===== src/rtl/midi_pkg.sv =====
// Shared definitions for the MIDI front end: allocator FSM states, default
// note/velocity widths and the MIDI status bytes also used by the parser.
package midi_pkg;

  localparam int NOTE_W_DEF = 7;
  localparam int VEL_W_DEF  = 7;

  // MIDI status bytes (channel nibble zero)
  localparam logic [7:0] MIDI_NOTE_OFF  = 8'h80;
  localparam logic [7:0] MIDI_NOTE_ON   = 8'h90;
  localparam logic [7:0] MIDI_PROG_CHG  = 8'hC0;
  localparam logic [7:0] MIDI_SYS_RESET = 8'hFF;

  typedef enum logic [1:0] {
    IDLE  = 2'd0,
    SCAN  = 2'd1,
    WRITE = 2'd2
  } alloc_state_t;

endpackage


===== src/rtl/midi_voice_table.sv =====
// Per-voice state store: gate, note, velocity and LRU rank for every voice.
// Ports:
//   clk, rst             clock and synchronous active-high reset
//   scan_idx             combinational read port (gate/note/vel/rank)
//   wr_en, wr_idx        single write port; wr_gate=1 starts a note (stores
//   wr_gate, wr_note,    note/vel and makes the voice newest), wr_gate=0
//   wr_vel               only releases the gate
//   gates                registered gate bit of every voice
module midi_voice_table
  import midi_pkg::*;
#(
  parameter int VOICES = 4,
  parameter int NOTE_W = NOTE_W_DEF,
  parameter int VEL_W  = VEL_W_DEF,
  parameter int IDX_W  = $clog2(VOICES)
) (
  input  logic              clk,
  input  logic              rst,
  input  logic [IDX_W-1:0]  scan_idx,
  output logic              scan_gate,
  output logic [NOTE_W-1:0] scan_note,
  output logic [VEL_W-1:0]  scan_vel,
  output logic [IDX_W-1:0]  scan_rank,
  input  logic              wr_en,
  input  logic [IDX_W-1:0]  wr_idx,
  input  logic              wr_gate,
  input  logic [NOTE_W-1:0] wr_note,
  input  logic [VEL_W-1:0]  wr_vel,
  output logic [VOICES-1:0] gates
);

  logic [VOICES-1:0] gate;
  logic [NOTE_W-1:0] note [VOICES];
  logic [VEL_W-1:0]  vel  [VOICES];
  logic [IDX_W-1:0]  rank [VOICES];
  logic [IDX_W-1:0]  wr_rank;

  assign scan_gate = gate[scan_idx];
  assign scan_note = note[scan_idx];
  assign scan_vel  = vel[scan_idx];
  assign scan_rank = rank[scan_idx];
  assign wr_rank   = rank[wr_idx];
  assign gates     = gate;

  // Voice state update; ranks stay a permutation of 0..VOICES-1 (0 = newest)
  always_ff @(posedge clk) begin
    if (rst) begin
      gate <= '0;
      for (int i = 0; i < VOICES; i++) begin
        note[i] <= '0;
        vel[i]  <= '0;
        rank[i] <= IDX_W'(VOICES - 1 - i);
      end
    end else if (wr_en) begin
      for (int i = 0; i < VOICES; i++) begin
        if (IDX_W'(i) == wr_idx) begin
          gate[i] <= wr_gate;
          if (wr_gate) begin
            note[i] <= wr_note;
            vel[i]  <= wr_vel;
            rank[i] <= '0;
          end
        end else if (wr_gate && (rank[i] < wr_rank)) begin
          rank[i] <= rank[i] + IDX_W'(1);
        end
      end
    end
  end

endmodule


===== src/rtl/midi_voice_alloc.sv =====
// Voice allocator between the MIDI parser and the synth voice bank.
// Each accepted event scans all voices (one per CE cycle, fixed latency) and
// then issues at most one write: retrigger the voice holding the same note,
// else the lowest free voice, else steal the least-recently-allocated voice.
// Ports:
//   CLK, RST, CE                clock, sync active-high reset, clock enable
//   EV_VALID/ON/NOTE/VEL        event from parser (note-on with vel 0 = off)
//   BUSY, DROPPED               allocator busy; pulse when an event is lost
//   VOICE_WE/IDX/GATE/NOTE/VEL  registered write to the voice bank
//   GATES                       current gate bit of every voice
module midi_voice_alloc
  import midi_pkg::*;
#(
  parameter int VOICES = 4,
  parameter int NOTE_W = NOTE_W_DEF,
  parameter int VEL_W  = VEL_W_DEF,
  localparam int IDX_W = $clog2(VOICES)
) (
  input  logic              CLK,
  input  logic              RST,
  input  logic              CE,
  input  logic              EV_VALID,
  input  logic              EV_ON,
  input  logic [NOTE_W-1:0] EV_NOTE,
  input  logic [VEL_W-1:0]  EV_VEL,
  output logic              BUSY,
  output logic              DROPPED,
  output logic              VOICE_WE,
  output logic [IDX_W-1:0]  VOICE_IDX,
  output logic              VOICE_GATE,
  output logic [NOTE_W-1:0] VOICE_NOTE,
  output logic [VEL_W-1:0]  VOICE_VEL,
  output logic [VOICES-1:0] GATES
);

  alloc_state_t      state;
  logic              ev_on;
  logic [NOTE_W-1:0] ev_note;
  logic [VEL_W-1:0]  ev_vel;
  logic [IDX_W-1:0]  scan_idx;
  logic              match_found, free_found;
  logic [IDX_W-1:0]  match_idx, free_idx, oldest_idx;

  logic              scan_gate;
  logic [NOTE_W-1:0] scan_note;
  logic [VEL_W-1:0]  scan_vel;
  logic [IDX_W-1:0]  scan_rank;

  // Scan results including the voice being looked at this cycle, so the
  // final decision is ready on the last SCAN cycle.
  logic              match_found_n, free_found_n;
  logic [IDX_W-1:0]  match_idx_n, free_idx_n, oldest_idx_n, target;
  logic              last_scan, do_write, table_we;
  logic              unused_scan_vel;

  assign BUSY            = (state != IDLE);
  assign unused_scan_vel = ^scan_vel;  // velocity readback is not needed here

  // Fold the current voice into the running scan result and pick the target
  always_comb begin
    match_found_n = match_found;
    match_idx_n   = match_idx;
    free_found_n  = free_found;
    free_idx_n    = free_idx;
    oldest_idx_n  = oldest_idx;
    if (!match_found && scan_gate && (scan_note == ev_note)) begin
      match_found_n = 1'b1;
      match_idx_n   = scan_idx;
    end else begin
      match_found_n = match_found;
    end
    if (!free_found && !scan_gate) begin
      free_found_n = 1'b1;
      free_idx_n   = scan_idx;
    end else begin
      free_found_n = free_found;
    end
    if (scan_rank == IDX_W'(VOICES - 1)) begin
      oldest_idx_n = scan_idx;
    end else begin
      oldest_idx_n = oldest_idx;
    end
    if (match_found_n) begin
      target = match_idx_n;
    end else if (free_found_n) begin
      target = free_idx_n;
    end else begin
      target = oldest_idx_n;
    end
    last_scan = (scan_idx == IDX_W'(VOICES - 1));
    // A note-off for a note that is not sounding writes nothing
    do_write  = ev_on || match_found_n;
    table_we  = CE && (state == SCAN) && last_scan && do_write;
  end

  midi_voice_table #(
    .VOICES (VOICES),
    .NOTE_W (NOTE_W),
    .VEL_W  (VEL_W),
    .IDX_W  (IDX_W)
  ) u_table (
    .clk       (CLK),
    .rst       (RST),
    .scan_idx  (scan_idx),
    .scan_gate (scan_gate),
    .scan_note (scan_note),
    .scan_vel  (scan_vel),
    .scan_rank (scan_rank),
    .wr_en     (table_we),
    .wr_idx    (target),
    .wr_gate   (ev_on),
    .wr_note   (ev_note),
    .wr_vel    (ev_vel),
    .gates     (GATES)
  );

  // Allocator FSM, event latch, scan registers and registered voice outputs
  always_ff @(posedge CLK) begin
    if (RST) begin
      state       <= IDLE;
      ev_on       <= 1'b0;
      ev_note     <= '0;
      ev_vel      <= '0;
      scan_idx    <= '0;
      match_found <= 1'b0;
      match_idx   <= '0;
      free_found  <= 1'b0;
      free_idx    <= '0;
      oldest_idx  <= '0;
      DROPPED     <= 1'b0;
      VOICE_WE    <= 1'b0;
      VOICE_IDX   <= '0;
      VOICE_GATE  <= 1'b0;
      VOICE_NOTE  <= '0;
      VOICE_VEL   <= '0;
    end else if (CE) begin
      DROPPED  <= EV_VALID && (state != IDLE);
      VOICE_WE <= 1'b0;
      case (state)
        IDLE: begin
          if (EV_VALID) begin
            ev_on       <= EV_ON && (EV_VEL != '0);
            ev_note     <= EV_NOTE;
            ev_vel      <= EV_VEL;
            scan_idx    <= '0;
            match_found <= 1'b0;
            match_idx   <= '0;
            free_found  <= 1'b0;
            free_idx    <= '0;
            oldest_idx  <= '0;
            state       <= SCAN;
          end else begin
            state <= IDLE;
          end
        end
        SCAN: begin
          match_found <= match_found_n;
          match_idx   <= match_idx_n;
          free_found  <= free_found_n;
          free_idx    <= free_idx_n;
          oldest_idx  <= oldest_idx_n;
          scan_idx    <= scan_idx + IDX_W'(1);
          if (last_scan) begin
            state <= WRITE;
            if (do_write) begin
              VOICE_WE   <= 1'b1;
              VOICE_IDX  <= target;
              VOICE_GATE <= ev_on;
              VOICE_NOTE <= ev_note;  // equals the stored note on a match
              VOICE_VEL  <= ev_vel;
            end else begin
              VOICE_WE <= 1'b0;
            end
          end else begin
            state <= SCAN;
          end
        end
        WRITE: begin
          state <= IDLE;
        end
        default: begin
          state <= IDLE;
        end
      endcase
    end else begin
      state <= state;
    end
  end

endmodule


===== config.mk =====
export PLATFORM = sky130hd
export DESIGN_NAME = midi_voice_alloc
export DESIGN_NICKNAME = d
export VERILOG_FILES = /design/src/rtl/midi_pkg.sv /design/src/rtl/midi_voice_table.sv /design/src/rtl/midi_voice_alloc.sv
export SDC_FILE = /design/constraint.sdc
export NUM_CORES = 1
export LEC_CHECK = 0
export ABC_AREA = 1
export BUFFER_PORTS_ARGS = -buffer_cell sky130_fd_sc_hd__buf_2
export CELL_PAD_IN_SITES_DETAIL_PLACEMENT = 0
export CELL_PAD_IN_SITES_GLOBAL_PLACEMENT = 2
export CORE_UTILIZATION = 35
export DETAILED_ROUTE_END_ITERATION = 16
export PLACE_DENSITY_LB_ADDON = 0.3
export SLEW_MARGIN = 20
export SYNTH_ARGS = -nofsm -noshare
export SYNTH_HDL_FRONTEND = slang
export SYNTH_SLANG_ARGS = --single-unit
export TNS_END_PERCENT = 50

===== constraint.sdc =====
create_clock -name CLK -period 3 [get_ports CLK]
set_clock_uncertainty 0.15 [all_clocks]
set_input_delay 0.15 -clock CLK [delete_from_list [all_inputs] [get_ports CLK]]
set_output_delay 0.15 -clock CLK [all_outputs]
set_load 0.1 [all_outputs]

---- Yosys cells after proc, flatten, opt, wreduce, memory -nomap -nowiden ----
Memory sizes are Yosys's and may differ from the RTL's. A register that Yosys moved wholly into a read port is not among the register bits.
Index checks and enable logic that the tools add are counted.
storage, ports and cells
  register bits after elaboration ......... 50
  bits in writable memories ............... 36
  word-level logic and storage cells ...... 158
  memories kept ........................... 2
memory list
  memory        depth  width  rd ports  clocked after memory_dff  wr ports  line                    text
  u_table.note  4      7      1         1                         4         midi_voice_table.sv:33  logic [NOTE_W-1:0] note [VOICES];
  u_table.rank  4      2      6         1                         4         midi_voice_table.sv:35  logic [IDX_W-1:0] rank [VOICES];
operators by class
  $add $sub $neg .......................... 5
  order comparisons ....................... 5
  equality and inequality tests ........... 8
  muxes and demuxes ....................... 78
  bitwise logic cells ..................... 12
  reductions and logical operators ........ 28
operators with widths
  cell                 count
  $mux 1               47
  $mux 2               19
  $mux 7               4
  $pmux 2 s2           5
  $logic_and 1x1->1    12
  $or 1x1->1           12
  $add 2x1->2 const B  5
  $lt 2x2->1           4
  $reduce_and 2->1     4
  $eq 7x7->1           1
  $reduce_bool 7->1    1
  $reduce_and 3->1     2
  $eq 2x2->1 const A   2
  $eq 2x2->1 const B   2
  $logic_not 2->1      2
  $pmux 1 s2           2
  $reduce_and 4->1     1
  $reduce_bool 2->1    2
  $logic_not 1->1      3
  $lt 2x3->1 const B   1
  $bmux 1 s2           1
  $eq 1x2->1 const A   1
  $eq 2x1->1 const B   1
  $ne 2x2->1 const B   1
  $logic_or 1x1->1     1

---- Longest topological paths before layout ----
Gate-level depths: netlist of run 1.
An unclocked memory read counts as a cell.
  depth after elaboration ................. 16
  depth in mapped cells ................... 23
  gate-level depth less buffers ........... 21

---- By module ----
A second synthesis of run 1 with hierarchy kept.
second synthesis, totals
  cells, all modules ...................... 651
  area total of the unflattened synthesis .. 5348.9 sq um
by module, submodules not included
  module            instances  cells an instance  area an instance (sq um)  seq. area each (sq um)
  midi_voice_table  1          332                3251.9                    2001.9
  midi_voice_alloc  1          319                2097.0                    920.9

---- Worst setup path before layout of run 1 ----
OpenSTA, ideal clock, no wires.
  path kind ............................... reg-to-reg
  from .................................... reg u_table.gate[1] (netlist: u_table.gates[1])
  to ...................................... mem u_table.note[2][0] (netlist name), enable pin
  setup time .............................. 0.381 ns
  data arrival time ....................... 2.750 ns
  required time ........................... 2.469 ns
  setup slack ............................. -0.281 ns
  stages on the path, launching flop included .. 13
  buffers on the path ..................... 0
  clock period less this slack ............ 3.281 ns
  cells stage by stage .................... dfxtp_1 -> nand2_1 -> nand3_1 -> nand2_1 -> nand2_1 -> o21ai_0 -> o21ai_0 -> inv_1 -> nand2_1 -> nand2_2 -> nor2_1 -> nand2_1 -> o21ai_0
RTL lines
  what                              line                    text
  start: declaration                midi_voice_table.sv:32  logic [VOICES-1:0] gate;
  start signal: indexed assignment  midi_voice_table.sv:57  gate[i] <= wr_gate;
  end: declaration                  midi_voice_table.sv:33

==> summary.txt, run 1 <==
Logic synthesis
  • Commonest cells post-synth: 148 x nand2_1, 77 x nor2_1, 65 x nand3_1, 52 x dfxtp_1, 41 x inv_1
  • Syn. warnings: 0
  • Dominant synthesized flop cell: dfxtp_1
  • Synth area leaders: edfxtp_1 25%, dfxtp_1 25%, nand2_1 13%
  • Most frequent cell after synthesis: nand2_1
  • Mapped Cells: 544
  • Post-synth EDFFs: 36
  • Synth area leader: edfxtp_1
  • Unique masters post-synth: 33
  • Register area share after synthesis: 0.500
  • Synthesized net count: 564
  • Syn_area_per_cell: 7.81 µm²
  • Share of flip-flops with an asynchronous set or reset: 0
  • Post-synthesis register bit count: 88
  • Area fraction of the dominant cell type after synthesis: 0.254
  • Syn Std Cell Area: 0.00425 mm²

Detailed routing
  • Vias per inst: 4.98
  • Remaining antenna violation count: 0
  • Residual DRC: 0
  • Routed wire length: 11800 µm
  • DR iter-0 viols: 248
  • DRT Pass-1 Iters: 5
  • Routed vias: 3868
  • Post-DR wirelength/cell: 15.3 µm

Cells and area
  • Fillcell total: 1144
  • Final nets: 648
  • Layout cells sized above 1: 0.245
  • Non-Filler Instances: 776
  • Diode count: 0
  • Layout area overhead: 28.7%

STA
  • RSZ-0062 raised after global routing: yes
  • Worst slew margin: 0.417
  • Worst Tran Pin Value: 869 ps
  • Period utilisation layout: 0.957
  • Max Slew Vio Count: 0
  • Hold Slack: 22.5 ps
  • Final Hold Fails: 0
  • Clock period minus worst slack: 2870 ps
  • Final setup violation count: 0
  • Final WS setup: 129 ps
  • Max Clk Rate: 348 MHz

Setup path
  • CP Launch Type: flop
  • Cell depth of the worst setup path: 21
  • Arrival time worst endpoint: 2780 ps
  • Worst path cell trace: buf_12, inv_16, nand2_1, nand3_2, nand2_1, nand2_2, nand2_1, inv_1, nand2_1, nor2_4, nand2_4, nand2_8, nand2_2, nand2_2, nand2_2, nor2_4, inv_2, nor2_4, nor2_2, buf_4, nand2_1
  • Maximum fanout along the worst path: 16
  • Crit path capture type: flop
  • Crit-path leading delay family: simple AND/OR/NAND/NOR gates
  • Max stage delay on crit path: 370 ps
  • Buf/Inv on CP: 5
  • Req. time, crit path: 2910 ps
  • Cell count of the worst reg-to-reg path: 21
  • Critical path's most frequent cell: nand2_1
  • Critical path type: reg2reg
  • Worst path slowest cell: dfxtp_4

Clock network
  • Reg clk slew, reported paths: 70 ps
  • CTS buffer count: 9
  • Clock Path Buffers: 2
  • TritonCTS clock tree: built
  • Total clock sinks: 88
  • Latest clock arrival within the worst-skew pair: 340 ps
  • Root Driver: clkbuf_16
  • Setup Buffers After CTS: 0
  • CTS H-tree lvls: 3

Status
  • Status: finished clean

GRT
  • Overflow after GRT: 0
  • Overall Global Routing Usage: 0.197
  • Vias in the first global route: 3738
  • First-pass GRT wire length: 18700 µm
  • Antenna violations before repair: 0
  • Pin count of the biggest net entering global routing: 28

Place
  • Placed Cells: 740
  • Gpl congestion: 0.841
  • Number of port buffers: 42
  • Detailed placement HPWL: 8580 µm
  • DP Worst Slack: 60.9 ps

Power
  • Worst vdd ir: 0.347 mV
  • Leak pwr: 2.32 nW
  • NetSw: 0.000781 W
  • Switch share: 0.272
  • Reg power frac: 0.453
  • PD cells: 525 mW/mm²
  • Clock Power Share: 0.400
  • Internal power: 0.00209 W
  • Comb pwr share: 0.146
  • Overall power: 0.00287 W

Floorplanning
  • FP Rows: 39
  • DIE HEIGHT: 112 µm
  • Core area: 0.0116 mm²
  • Initial cell density of the core: 0.366
  • Die Area: 0.0126 mm²
  • Num ports: 43
  • Die Width: 112 µm

Hold path
  • Hold Crit Depth: 4
  • Min-delay worst type: in2reg

Run
  • Max-cap violation count: 0
[through the flow]
step | instance area [µm²] | setup TNS (ps) | util
after global placement | 4770 | 0 | 0.411
after global routing | 5470 | -230 | 0.471
final | 5470 | 0 | 0.471
after detailed placement | 4770 | 0 | 0.411
after floorplan | 4250 | 0 | -
after CTS | 5260 | 0 | 0.453
[sequential cells by signal, indices dropped and copies added (netlist names), 2 cells and up, named ones only]
register       count
scan_idx           2
u_table.note      28
oldest_idx         2
ev_vel             7
VOICE_VEL          7
free_idx           2
state              2
match_idx          2
u_table.gates      4
u_table.rank       8
VOICE_IDX          2
ev_note            7
VOICE_NOTE         7
[tightest hold or removal path, delay by kind of cell]
kind | cells | cell delay [ps]
AO/OA/AOI/OAI | 1 | 50
buffers and inverters | 2 | 210
AND/OR/NAND/NOR | 1 | 60
[area by class of cell]
class	instances	area (µm²)	share of cell area
sequential	88	2130	0.390
inverter	49	200	0.0366
clock buffer	10	229	0.0419
multi-input combinational	391	1980	0.363
clock inverter	6	72.6	0.0133
tap	143	179	0.0327
timing repair buffer	89	669	0.122
[final timing paths]
path	end	slack, ps	from
worst min register to register	free_idx[0]	310	free_idx[0]
worst min-delay path	DROPPED	20	CE
worst max register to register	u_table.rank[3][1]	130	flop
worst max-delay path	u_table.rank[3][1]	130	flop
[kinds of logic (layout without fill, tap and decap cells)]
logic type	Yosys count	in the layout	synth area share
AOI/OAI and AO/OA	69	69	0.0925
DFF	88	88	0.500
adders and majority gates	1	1	0.00295
buffers and inverters	65	154	0.0707
and+or+nand+nor	321	321	0.334
[repair_timing]
action	4_1_cts	5_1_grt
gates resized for setup	0	47
endpoints found under the setup margin	0	55
hold buffers	19	0
hold endpoints to repair	20	0
[cell usage in the layout (no fill, tap or decap), types with 2 or more instances in the layout]
master	n
nor3_1	2
dlygate4sd3_1	19
nand3_1	53
clkbuf_16	10
inv_2	6
o211ai_1	4
nand3_2	15
edfxtp_1	36
nand2_2	24
o21ai_0	20
buf_2	42
nor2_2	4
a211oi_1	9
nand2_1	136
clkinv_1	3
nor2_1	72
dfxtp_1	47
inv_6	2
inv_1	39
nand2_4	4
nand3_4	2
buf_12	3
a21oi_1	32
dfxtp_2	4
buf_4	23
nor2_4	5
[power groups by stage]
stage	sequential [W]	clock, W	combinational [W]
6_report	0.00130	0.00115	0.000419
5_1_grt	0.00130	0.00122	0.000463
4_1_cts	0.00130	0.00117	0.000384
3_5_place_dp	0.00133	0	0.000364
3_3_place_gp	0.00133	0	0.000363
2_1_floorplan	0.00132	0	0.000242
[layer usage]
metal	track usage	wire, µm	vias up
li1	-	-	1965
met1	0.252	5440	1789
met2	0.332	5610	103
met3	0.0405	624	11
met4	0.0676	163	0
met5	0	0	-
No activity file was read; power rests on OpenSTA's default activity.
==> run 2, diff against run 1 <==
Settings changed: PLACE_DENSITY_LB_ADDON 0.3 to 0.1.
==> run 2 against run 1 <==
  * Critical endpoint is now u_table.note[2][5]
  * Non-clock buffer count rose by 6
  * Cell area rose by 1.9%
  * Sequential power barely moved
  * First-iteration DRC count fell by 37%
  * Critical path depth fell by 4
  * Sequential share of layout area fell by 0.69 points
  * Final cell count rose by 0.77%
  * Combinational power rose by 6.9%
==> summary.txt, run 2 (synthesis results as in run 1) <==
Power
  • Clock Power Share: 0.378
  • Switch share: 0.277
  • Internal power: 0.00203 W
  • Leak pwr: 2.36 nW
  • Worst vdd ir: 0.517 mV
  • NetSw: 0.000778 W
  • PD cells: 505 mW/mm²
  • Reg power frac: 0.463
  • Comb pwr share: 0.159

Detailed routing
  • Routed vias: 3858
  • Vias per inst: 4.93
  • DR iter-0 viols: 157
  • Residual DRC: 0
  • Post-DR wirelength/cell: 15.2 µm
  • Routed wire length: 11900 µm
  • DRT Pass-1 Iters: 5
  • Remaining antenna violation count: 0

Clock network
  • Root Driver: clkbuf_16
  • Total clock sinks: 88
  • Reg clk slew, reported paths: 70 ps
  • TritonCTS clock tree: built
  • Latest clock arrival within the worst-skew pair: 340 ps
  • CTS H-tree lvls: 3
  • CTS buffer count: 9
  • Clock Path Buffers: 2

STA
  • Worst Tran Pin Value: 967 ps
  • Setup TNS: 0 ps
  • Period utilisation layout: 0.932
  • Clock period minus worst slack: 2800 ps
  • Max Clk Rate: 358 MHz
  • Final WS setup: 203 ps
  • RSZ-0062 raised after global routing: yes
  • Max Slew Vio Count: 0
  • Worst slew margin: 0.351
  • Final Hold Fails: 0
  • Final setup violation count: 0

Setup path
  • Crit path capture type: flop
  • CP Launch Type: flop
  • Cell count of the worst reg-to-reg path: 17
  • Crit path to: u_table.note[2][5]
  • Cell depth of the worst setup path: 17
  • Arrival time worst endpoint: 2700 ps
  • Flop-to-flop setup slack: 200 ps
  • Buf/Inv on CP: 4
  • Worst path slowest cell: dfxtp_4
  • Worst path cell trace: buf_12, buf_8, nand2_1, nand3_1, nand2_1, nand2_1, nand2_1, nand2_2, nor2_4, buf_4, nand3_2, nand3_4, nand2_4, nor2_4, nand2_1, o21ai_1, buf_4
  • Critical path type: reg2reg
  • Reg2reg end: u_table.note[2][5]
  • Req. time, crit path: 2910 ps
  • Max stage delay on crit path: 360 ps
  • Critical path's most frequent cell: nand2_1
  • Crit-path leading delay family: simple AND/OR/NAND/NOR gates
  • Maximum fanout along the worst path: 7

Cells and area
  • Commonest non-fill, non-tap cell in the layout: nand2_1
  • Layout cells sized above 1: 0.271
  • Max reg flops: 28
  • Fillcell total: 1173
  • Layout area overhead: 31.0%
  • Diode count: 0
  • Biggest register: u_table.note
  • Largest regs: u_table.note x28, u_table.rank x8
  • Final nets: 654
  • Most frequent cells in the layout: 129 x nand2_1, 72 x nor2_1, 50 x nand3_1

Place
  • DP Worst Slack: 60.8 ps
  • Number of port buffers: 42
  • Gpl congestion: 0.843
  • Detailed placement HPWL: 8870 µm

Hold path
  • HP Start: RST
  • Min-delay worst type: in2reg

GRT
  • Vias in the first global route: 3798
  • Pin count of the biggest net entering global routing: 28
  • First-pass GRT wire length: 19500 µm
  • Antenna violations before repair: 0
  • Overflow after GRT: 0
  • Overall Global Routing Usage: 0.202

Floorplanning
  • Die Area: 0.0126 mm²
  • Num ports: 43
  • Die Width: 112 µm
  • Core area: 0.0116 mm²
  • FP Rows: 39
  • DIE HEIGHT: 112 µm
  • Initial cell density of the core: 0.366

Run
  • Max-cap violation count: 0

Status
  • Status: finished clean
==> run 2: cell types whose count changed in the layout (fill, tap and decap cells not counted), sizes merged <==
cell / change
inv: -2
dlygate4sd3: -2
clkinvlp: +1
clkinv: +2
bufinv: -1
buf: +8
==> run 2: worst min path at each step <==
stage	slack, ps	cells after the start	end
global route	40	2	u_table.gates[0]
floorplan	130	2	ev_vel[0]
detailed placement	250	3	ev_vel[3]
global placement	240	3	ev_vel[1]
finish	20	2	match_idx[1]
CTS	3	2	match_idx[1]
==> run 2: layout make-up <==
type / instances / area [µm²] / share of cell area
Multi-Input combinational cell: 391 / 2030 / 0.365
Clock buffer: 10 / 239 / 0.0429
Tap cell: 143 / 179 / 0.0321
Inverter: 49 / 200 / 0.0360
Clock inverter: 6 / 41.3 / 0.00742
Timing Repair Buffer: 95 / 746 / 0.134
Sequential cell: 88 / 2130 / 0.383
==> run 2: metal layers <==
| metal | wire length, µm | GRT usage |
|---|---|---|
| met3 | 451 | 0.0340 |
| met1 | 5930 | 0.281 |
| met5 | 0 | 0 |
| met4 | 310 | 0.0773 |
| met2 | 5190 | 0.313 |
==> run 2: timing repair <==
action,4_1_cts,5_1_grt
hold buffers,17,0
setup endpoints to repair,0,64
buffers inserted,0,6
endpoints found under the hold margin,16,0
gates resized for setup,0,64
==> run 2: power groups by stage <==
stage,clock [W],combinational (W),sequential [W]
after detailed placement,0,0.000382,0.00133
after floorplan,0,0.000242,0.00132
after global placement,0,0.000381,0.00133
final,0.00106,0.000448,0.00130
after CTS,0.00109,0.000400,0.00130
after global routing,0.00113,0.000497,0.00130
==> run 2: per-stage QoR <==
stage	cells	cell area (µm²)	utilization	power (W)	hold slack [ps]
2_1_floorplan	544	4250	-	0.00156	135
4_1_cts	775	5260	0.453	0.00279	3.00
3_3_place_gp	742	4810	0.414	0.00171	241
3_5_place_dp	742	4810	0.414	0.00171	248
6_report	782	5570	0.479	0.00281	20.2
5_1_grt	782	5570	0.479	0.00294	44.3
